===== src/rtl/quant_pipe.sv =====
// quant_pipe: JPEG coefficient quantizer. Multiplies each channel's DCT
// coefficient by a reciprocal from a loadable luminance/chrominance table,
// rounds half toward +inf, saturates to OUT_W bits and streams the result out.
// Pipeline ranks: capture -> product -> round/saturate -> output register.
// All ranks advance together when the output is free or being taken.
module quant_pipe #(
  parameter int NCH     = 3,
  parameter int IN_W    = 14,
  parameter int RECIP_W = 13,
  parameter int SHIFT   = 17,
  parameter int OUT_W   = 10
) (
  input  logic                   clk,
  input  logic                   reset,
  input  logic                   tbl_we,
  input  logic                   tbl_sel,
  input  logic [5:0]             tbl_addr,
  input  logic [RECIP_W-1:0]     tbl_data,
  output logic                   tbl_ok,
  input  logic                   in_valid,
  output logic                   in_ready,
  input  logic                   in_sob,
  input  logic [NCH*IN_W-1:0]    in_data,
  output logic                   out_valid,
  input  logic                   out_ready,
  output logic [NCH*OUT_W-1:0]   out_data,
  output logic [NCH-1:0]         out_sat,
  output logic                   out_eob
);

  localparam int P_W = IN_W + RECIP_W + 1;
  localparam logic signed [P_W-1:0] Q_MAX = P_W'((1 << (OUT_W - 1)) - 1);
  localparam logic signed [P_W-1:0] Q_MIN = ~Q_MAX;

  logic [RECIP_W-1:0] lum_tbl [64];
  logic [RECIP_W-1:0] chr_tbl [64];
  logic               lum_ok, chr_ok;

  logic               en, accept;
  logic [5:0]         pos, beat_pos;

  logic               s1_valid, s2_valid, s3_valid;
  logic [NCH*IN_W-1:0] s1_coef;
  logic [5:0]         s1_pos, s2_pos, s3_pos;
  logic [RECIP_W-1:0] s1_lum, s1_chr;

  logic signed [P_W-1:0] prod    [NCH];
  logic signed [P_W-1:0] s2_prod [NCH];
  logic [NCH*OUT_W-1:0]  sat_q, s3_q;
  logic [NCH-1:0]        sat_flag, s3_sat;

  assign tbl_ok   = lum_ok && chr_ok;
  assign en       = !out_valid || out_ready;
  assign in_ready = tbl_ok && en;
  assign accept   = in_valid && in_ready;
  assign beat_pos = in_sob ? 6'd0 : pos;

  // Reciprocal tables: no reset, contents survive a pipeline reset.
  always_ff @(posedge clk) begin
    if (tbl_we) begin
      if (tbl_sel) chr_tbl[tbl_addr] <= tbl_data;
      else         lum_tbl[tbl_addr] <= tbl_data;
    end
  end

  // Load flags: a table counts as loaded once its last entry is written.
  always_ff @(posedge clk) begin
    if (reset) begin
      lum_ok <= 1'b0;
      chr_ok <= 1'b0;
    end else if (tbl_we && tbl_addr == 6'd63) begin
      if (tbl_sel) chr_ok <= 1'b1;
      else         lum_ok <= 1'b1;
    end
  end

  // Block position counter; in_sob forces the accepted beat to position 0.
  always_ff @(posedge clk) begin
    if (reset)       pos <= 6'd0;
    else if (accept) pos <= beat_pos + 6'd1;
  end

  // Stage 1: capture coefficients, position and both table entries.
  always_ff @(posedge clk) begin
    if (reset) begin
      s1_valid <= 1'b0;
    end else if (en) begin
      s1_valid <= accept;
      s1_coef  <= in_data;
      s1_pos   <= beat_pos;
      s1_lum   <= lum_tbl[beat_pos];
      s1_chr   <= chr_tbl[beat_pos];
    end
  end

  for (genvar c = 0; c < NCH; c++) begin : g_ch
    logic signed [IN_W-1:0]  coef;
    logic [RECIP_W-1:0]      recip;
    logic signed [P_W-1:0]   shr, q;
    logic [OUT_W-1:0]        qv;
    logic                    flag;

    assign coef    = s1_coef[c*IN_W +: IN_W];
    assign recip   = (c == 0) ? s1_lum : s1_chr;
    assign prod[c] = P_W'(coef) * $signed(P_W'({1'b0, recip}));

    assign shr = s2_prod[c] >>> SHIFT;
    assign q   = shr + $signed({{(P_W-1){1'b0}}, s2_prod[c][SHIFT-1]});

    // Clamp the rounded value into the signed OUT_W range.
    always_comb begin
      qv   = q[OUT_W-1:0];
      flag = 1'b0;
      if (q > Q_MAX) begin
        qv   = Q_MAX[OUT_W-1:0];
        flag = 1'b1;
      end else if (q < Q_MIN) begin
        qv   = Q_MIN[OUT_W-1:0];
        flag = 1'b1;
      end
    end

    assign sat_q[c*OUT_W +: OUT_W] = qv;
    assign sat_flag[c]             = flag;
  end

  // Stage 2: register the full-precision products.
  always_ff @(posedge clk) begin
    if (reset) begin
      s2_valid <= 1'b0;
    end else if (en) begin
      s2_valid <= s1_valid;
      s2_prod  <= prod;
      s2_pos   <= s1_pos;
    end
  end

  // Stage 3: register the rounded, saturated values.
  always_ff @(posedge clk) begin
    if (reset) begin
      s3_valid <= 1'b0;
    end else if (en) begin
      s3_valid <= s2_valid;
      s3_q     <= sat_q;
      s3_sat   <= sat_flag;
      s3_pos   <= s2_pos;
    end
  end

  // Output register; holds while the consumer stalls.
  always_ff @(posedge clk) begin
    if (reset) begin
      out_valid <= 1'b0;
      out_data  <= '0;
      out_sat   <= '0;
      out_eob   <= 1'b0;
    end else if (en) begin
      out_valid <= s3_valid;
      out_data  <= s3_q;
      out_sat   <= s3_sat;
      out_eob   <= (s3_pos == 6'd63);
    end
  end

endmodule


===== config.mk =====
export PLATFORM = sky130hd
export DESIGN_NAME = quant_pipe
export DESIGN_NICKNAME = d
export VERILOG_FILES = /design/src/rtl/quant_pipe.sv
export SDC_FILE = /design/constraint.sdc
export NUM_CORES = 2
export LEC_CHECK = 0
export CORE_ASPECT_RATIO = 0.6
export CORE_MARGIN = 3
export CORE_UTILIZATION = 26
export DETAILED_ROUTE_END_ITERATION = 6
export GPL_ROUTABILITY_DRIVEN = 0
export PLACE_DENSITY = 0.4
export REMOVE_ABC_BUFFERS = 1
export SYNTH_ARGS = -nofsm -noshare
export SYNTH_HDL_FRONTEND = slang
export SYNTH_SLANG_ARGS = --single-unit

===== constraint.sdc =====
create_clock -name clk -period 9.4 [get_ports clk]
set_input_delay 1.88 -clock clk [delete_from_list [all_inputs] [get_ports clk]]
set_output_delay 1.88 -clock clk [all_outputs]
set_load 0.02 [all_outputs]

After elaboration in Yosys (flattened, before gate mapping):

Memories as Yosys holds them, arrays and structs flattened. A register that Yosys moved wholly into a read port is not among the register bits.
Index checks and enable logic that the tools add are counted.

* bits in registers: 223
* RAM bits: 1664
* input port bits: 68
* output and inout port bits: 37
* word-level logic and storage cells: 64
* memories: 2

Memory list
* chr_tbl: words 64, width 13, read ports 1, clocked after Yosys merged registers in 1, wr ports 1, line 36 `logic [RECIP_W-1:0] chr_tbl [64];`
* lum_tbl: words 64, width 13, read ports 1, clocked after Yosys merged registers in 1, wr ports 1, line 35 `logic [RECIP_W-1:0] lum_tbl [64];`

* $add $sub $neg: 4
* $mul: 3
* magnitude comparators: 6
* equality and inequality tests: 2
* multiplexer cells: 13
* bitwise gates (word level): 2
* reduce and logical (&&, ||, !) cells: 9

Operators with widths (count)
* 14-bit by 14-bit multiplier with 28-bit output: 3
* 11-bit by 2-bit adder with 12-bit output: 3
* 12-bit by 10-bit greater-than comparator with 1-bit output, second input constant: 3
* 12-bit by 10-bit less-than comparator with 1-bit output, second input constant: 3
* 10-bit two-way mux: 3
* 6-bit equality test, second input constant: 2
* 1-bit two-way mux: 9
* 6-bit by 1-bit adder with 6-bit output, second input constant: 1
* 6-bit two-way mux: 1
* 2-bit AND reduction: 3
* 1-bit logical AND: 4
* 1-bit NOT: 2
* 1-bit zero test: 1
* 1-bit logical OR: 1

Depth between registers and ports, before layout:

* word-level depth: 4
* gate-level depth with buffers: 24
* mapped depth without buffers: 23

Worst setup path after synthesis:

No wires, ideal clock.

* path kind: input -> register
* from: input port out_ready
* to: register s1_lum[0], in the netlist g_ch[0].recip[0], read port of lum_tbl, enable pin
* library setup time: 0.673 ns
* arrival time: 8.579 ns
* required time: 8.727 ns
* setup slack: 0.148 ns
* stages: 3
* buffers on the path: 1
* cells stage by stage: nor2b_1 -> clkbuf_1 -> nor2_1

* word-level cells in the longest chain between the ends: 2

Ends and longest elaborated chain
* start: declaration: line 25 `input logic out_ready,`
* 1-bit logical OR: line 53 `assign en = !out_valid || out_ready;`
* 2-bit AND reduction (no source line)
* end: declaration: line 45 `logic [RECIP_W-1:0] s1_lum, s1_chr;`

No other way between the ends.
A chain may end at the register's enable or synchronous reset.

==> reports/results.ini <==
[critical_path]
reg2reg_from=g_ch[1].recip[3]
cp_max_fo=28
crit_arrival_ns=7.93
worstSetupPathType=flip-flop to flip-flop
critPathLaunchType=flip-flop
required_ns=9.98
crit_start=g_ch[1].recip[3]
worstSetupEndpointType=flip-flop

[synth]
yosysSeqAreaShare_pct=60.6
avgSynthCellArea_um2=14.7
synth.area.top_cells=edfxtp_1 (60%), fa_1 (12%), mux4_2 (5.1%), ha_1 (2.9%), nand2_1 (2.9%)
yosysTopAreaCell=edfxtp_1
yosys.area.top_type_share_pct=59.6
async_flop_share_pct=0
synth_ff_type=edfxtp_1
synth_edf_count=1819
yosys_warnings=0
synthDistinctLibCells=55
postSynthCellCount=6238
synth-seq-cells=1865
syn_area_um2=91700

[clock_network]
clkLatencyLatePin_ns=0.88
clk_pin_slew_ns=0.07
clock_sinks=1865
post-cts-setup-buffers=0
htreeDepth=4
cts_resized=0
cts_buffers=185
cts_tree=built
cts_buffer_depth=4
root_buffer=clkbuf_16
hold_buffers=0

[detailed_routing]
wl_per_cell_um=24.2
met3_length_um=16800
detail-route-antenna-nets=0
routed.top_layer=met4
vias=51462
route.detailed.drc=0
dr.pass1.iters=5
post_drt_via_cell_ratio=4.61
wl_met1_um=142000
wl_met2_um=108000
drt-initial-drc-count=4814
drt_wl_total_um=271000

[sta]
fin_crit_sh_pct=78.2
rsz0062_at_grt=no
fin_tns_setup_ns=0
post-route-min-period_ns=7.35
worst_pin_slew_ns=1.20
slew_headroom_pct=19.2
hold_viol_final=0
fmax_mhz=136
skew_ns=0.0999
setup_violations=0
drv_slew=0

[die]
num_io_pins=105
coreArea_um2=350000
die_h_um=466
die_x_um=773
initial_core_util_pct=26.2
die_area_um2=360000
fp-row-count=168

[power_and_ir_drop]
leakagePower_nw=35.9
p_seq_share_pct=36.4
p_int_w=0.0182
powerDensity_nw_per_um2=265
p_sw_w=0.00955
power.share.switching_pct=34.5
irDropWorstVdd_v=0.000424
clockPowerShare_pct=26.7
share_comb_of_total_power_pct=36.9

[grt]
grt_pass1_vias=53965
grt_util_all_layers_pct=14.9
grt_max_degree=141
antenna_found_initial=15
grt_overflow_total=0
grt_pass1_wl_um=394000

[cells_and_area]
utilization_pct=29.9
syn2layout_area_growth_pct=14.0
nets=7171
fillers=34991
layout-drive-gt1-share_pct=10.7

[run_status]
status=finished, final reports clean

[flow_run]
max_cap_viol_count=0

[placed_design]
portBuffers=104
dp_hpwl_um=170000

[min_path]
hp-start=s2_pos[5]
hold_path.class=flip-flop to flip-flop

-- metrics by stage --
stage	power (W)	instance area (um2)	std cells	setup slack (ns)	hold WS [ns]
5_1_grt	0.0300	105000	11171	1.48	0.416
6_report	0.0277	105000	11175	2.05	0.419
3_3_place_gp	0.0206	98800	10843	1.70	0.402
3_5_place_dp	0.0206	98800	10843	1.68	0.405
2_1_floorplan	0.0176	90300	5891	-15.72	0.400
4_1_cts	0.0281	105000	11170	1.68	0.413
-- per-layer routing --
| layer | track usage, % | up-vias |
|---|---|---|
| li1 | - | 22691 |
| met4 | 2.33 | 0 |
| met1 | 24.0 | 27277 |
| met2 | 20.7 | 1230 |
| met3 | 2.97 | 264 |
| met5 | 0 | - |
-- power by group through the flow --
| stage | clock network [W] | registers (W) | logic, W |
|---|---|---|---|
| final | 0.00739 | 0.0101 | 0.0102 |
| after floorplan | 0 | 0.0102 | 0.00740 |
| after global routing | 0.00795 | 0.0101 | 0.0119 |
| after CTS | 0.00762 | 0.0101 | 0.0104 |
| after global placement | 0 | 0.0103 | 0.0103 |
| after detailed placement | 0 | 0.0103 | 0.0103 |
-- Yosys cell counts (all sizes together), types with 28 or more instances --
master / number
o221ai: 208
inv: 692
o21ai: 45
nor3: 65
ha: 211
edfxtp: 1819
a311oi: 28
dfxtp: 46
nand2: 702
mux2i: 208
nor2: 269
a211oi: 119
xnor2: 56
a31oi: 31
o211ai: 111
mux4: 208
fa: 537
buf: 99
a21oi: 106
clkbuf: 248
nand3: 35
and2: 273
-- cell usage in the layout, fill, tap and decap left out, drive strengths merged, types with 5 or more instances in the layout --
| master | count |
|---|---|
| edfxtp | 1819 |
| nand2 | 702 |
| inv | 696 |
| fa | 537 |
| and2 | 273 |
| nor2 | 269 |
| clkbuf | 235 |
| ha | 211 |
| o221ai | 208 |
| mux2i | 208 |
| mux4 | 208 |
| buf | 187 |
| a211oi | 119 |
| o211ai | 111 |
| a21oi | 106 |
| clkdlybuf4s50 | 90 |
| clkinv | 67 |
| nor3 | 65 |
| xnor2 | 56 |
| dfxtp | 46 |
| o21ai | 45 |
| nand3 | 35 |
| a31oi | 31 |
| a311oi | 28 |
| xor2 | 23 |
| bufinv | 16 |
| nand2b | 15 |
| and3 | 13 |
| nand4 | 8 |
| nor2b | 7 |
| nand3b | 6 |
| diode | 5 |
| a21o | 5 |
| o21a | 5 |
| clkinvlp | 5 |
-- sequential cells by signal, indices dropped and copies added (netlist names) --
name	count
s3_sat	3
lum_tbl	832
out_sat	3
s1_pos	6
g_ch.shr	33
lum_ok	1
out_eob	1
s3_q	30
s3_pos	6
pos	6
g_ch.recip	26
s3_valid	1
chr_tbl	832
out_valid	1
s2_pos	6
s1_valid	1
s2_valid	1
s2_prod	3
s1_coef	42
chr_ok	1
out_data	30
-- worst max-delay path: stages (launching register included) --
cell,delay (ns)
edfxtp_1,0.81
and2_1,0.34
fa_1,0.50
inv_1,0.05
fa_1,0.48
inv_1,0.06
fa_1,0.49
inv_1,0.05
fa_1,0.53
inv_1,0.05
fa_1,0.48
inv_1,0.05
fa_1,0.48
inv_1,0.04
ha_1,0.29
nand2_1,0.07
nor4_1,1.01
nand3_1,0.18
nand3_1,0.41
a211oi_2,0.19
o2111ai_1,0.30
a21oi_1,0.13
xnor2_1,0.13
-- path summary, 6_finish.rpt --
path                     endpoint  slack, ns  cells after the start
setup reg to reg  g_ch[2].shr[10]       2.05                     22
hold / removal          s3_pos[5]       0.42                      0
hold reg to reg         s3_pos[5]       0.42                      0
setup / recovery  g_ch[2].shr[10]       2.05                     22
-- cells by family (layout without fill, tap and decap cells) --
group / after synthesis / in the layout / share of synthesized area [%]
AOI/OAI and AO/OA: 682 / 682 / 5.48
buffers and inverters: 1039 / 1296 / 4.39
and+or+nand+nor: 1409 / 1409 / 6.85
muxes: 416 / 416 / 7.38
other: 0 / 5 / 0
DFF: 1865 / 1865 / 60.6
adders and majority gates: 748 / 748 / 14.6
xor gates and xnor gates: 79 / 79 / 0.754
-- final cells by class --
class	instances	area, um2	area share [%]
flip-flops and latches	1865	55600	53.1
well taps	4675	5850	5.59
repair buffers	277	2510	2.40
diodes	5	12.5	0.0120
inverters	692	2600	2.49
clock buffers	235	4850	4.64
clock inverters	92	913	0.873
multi-input cells	3334	32300	30.9
Power figures use the tool's default switching activity.
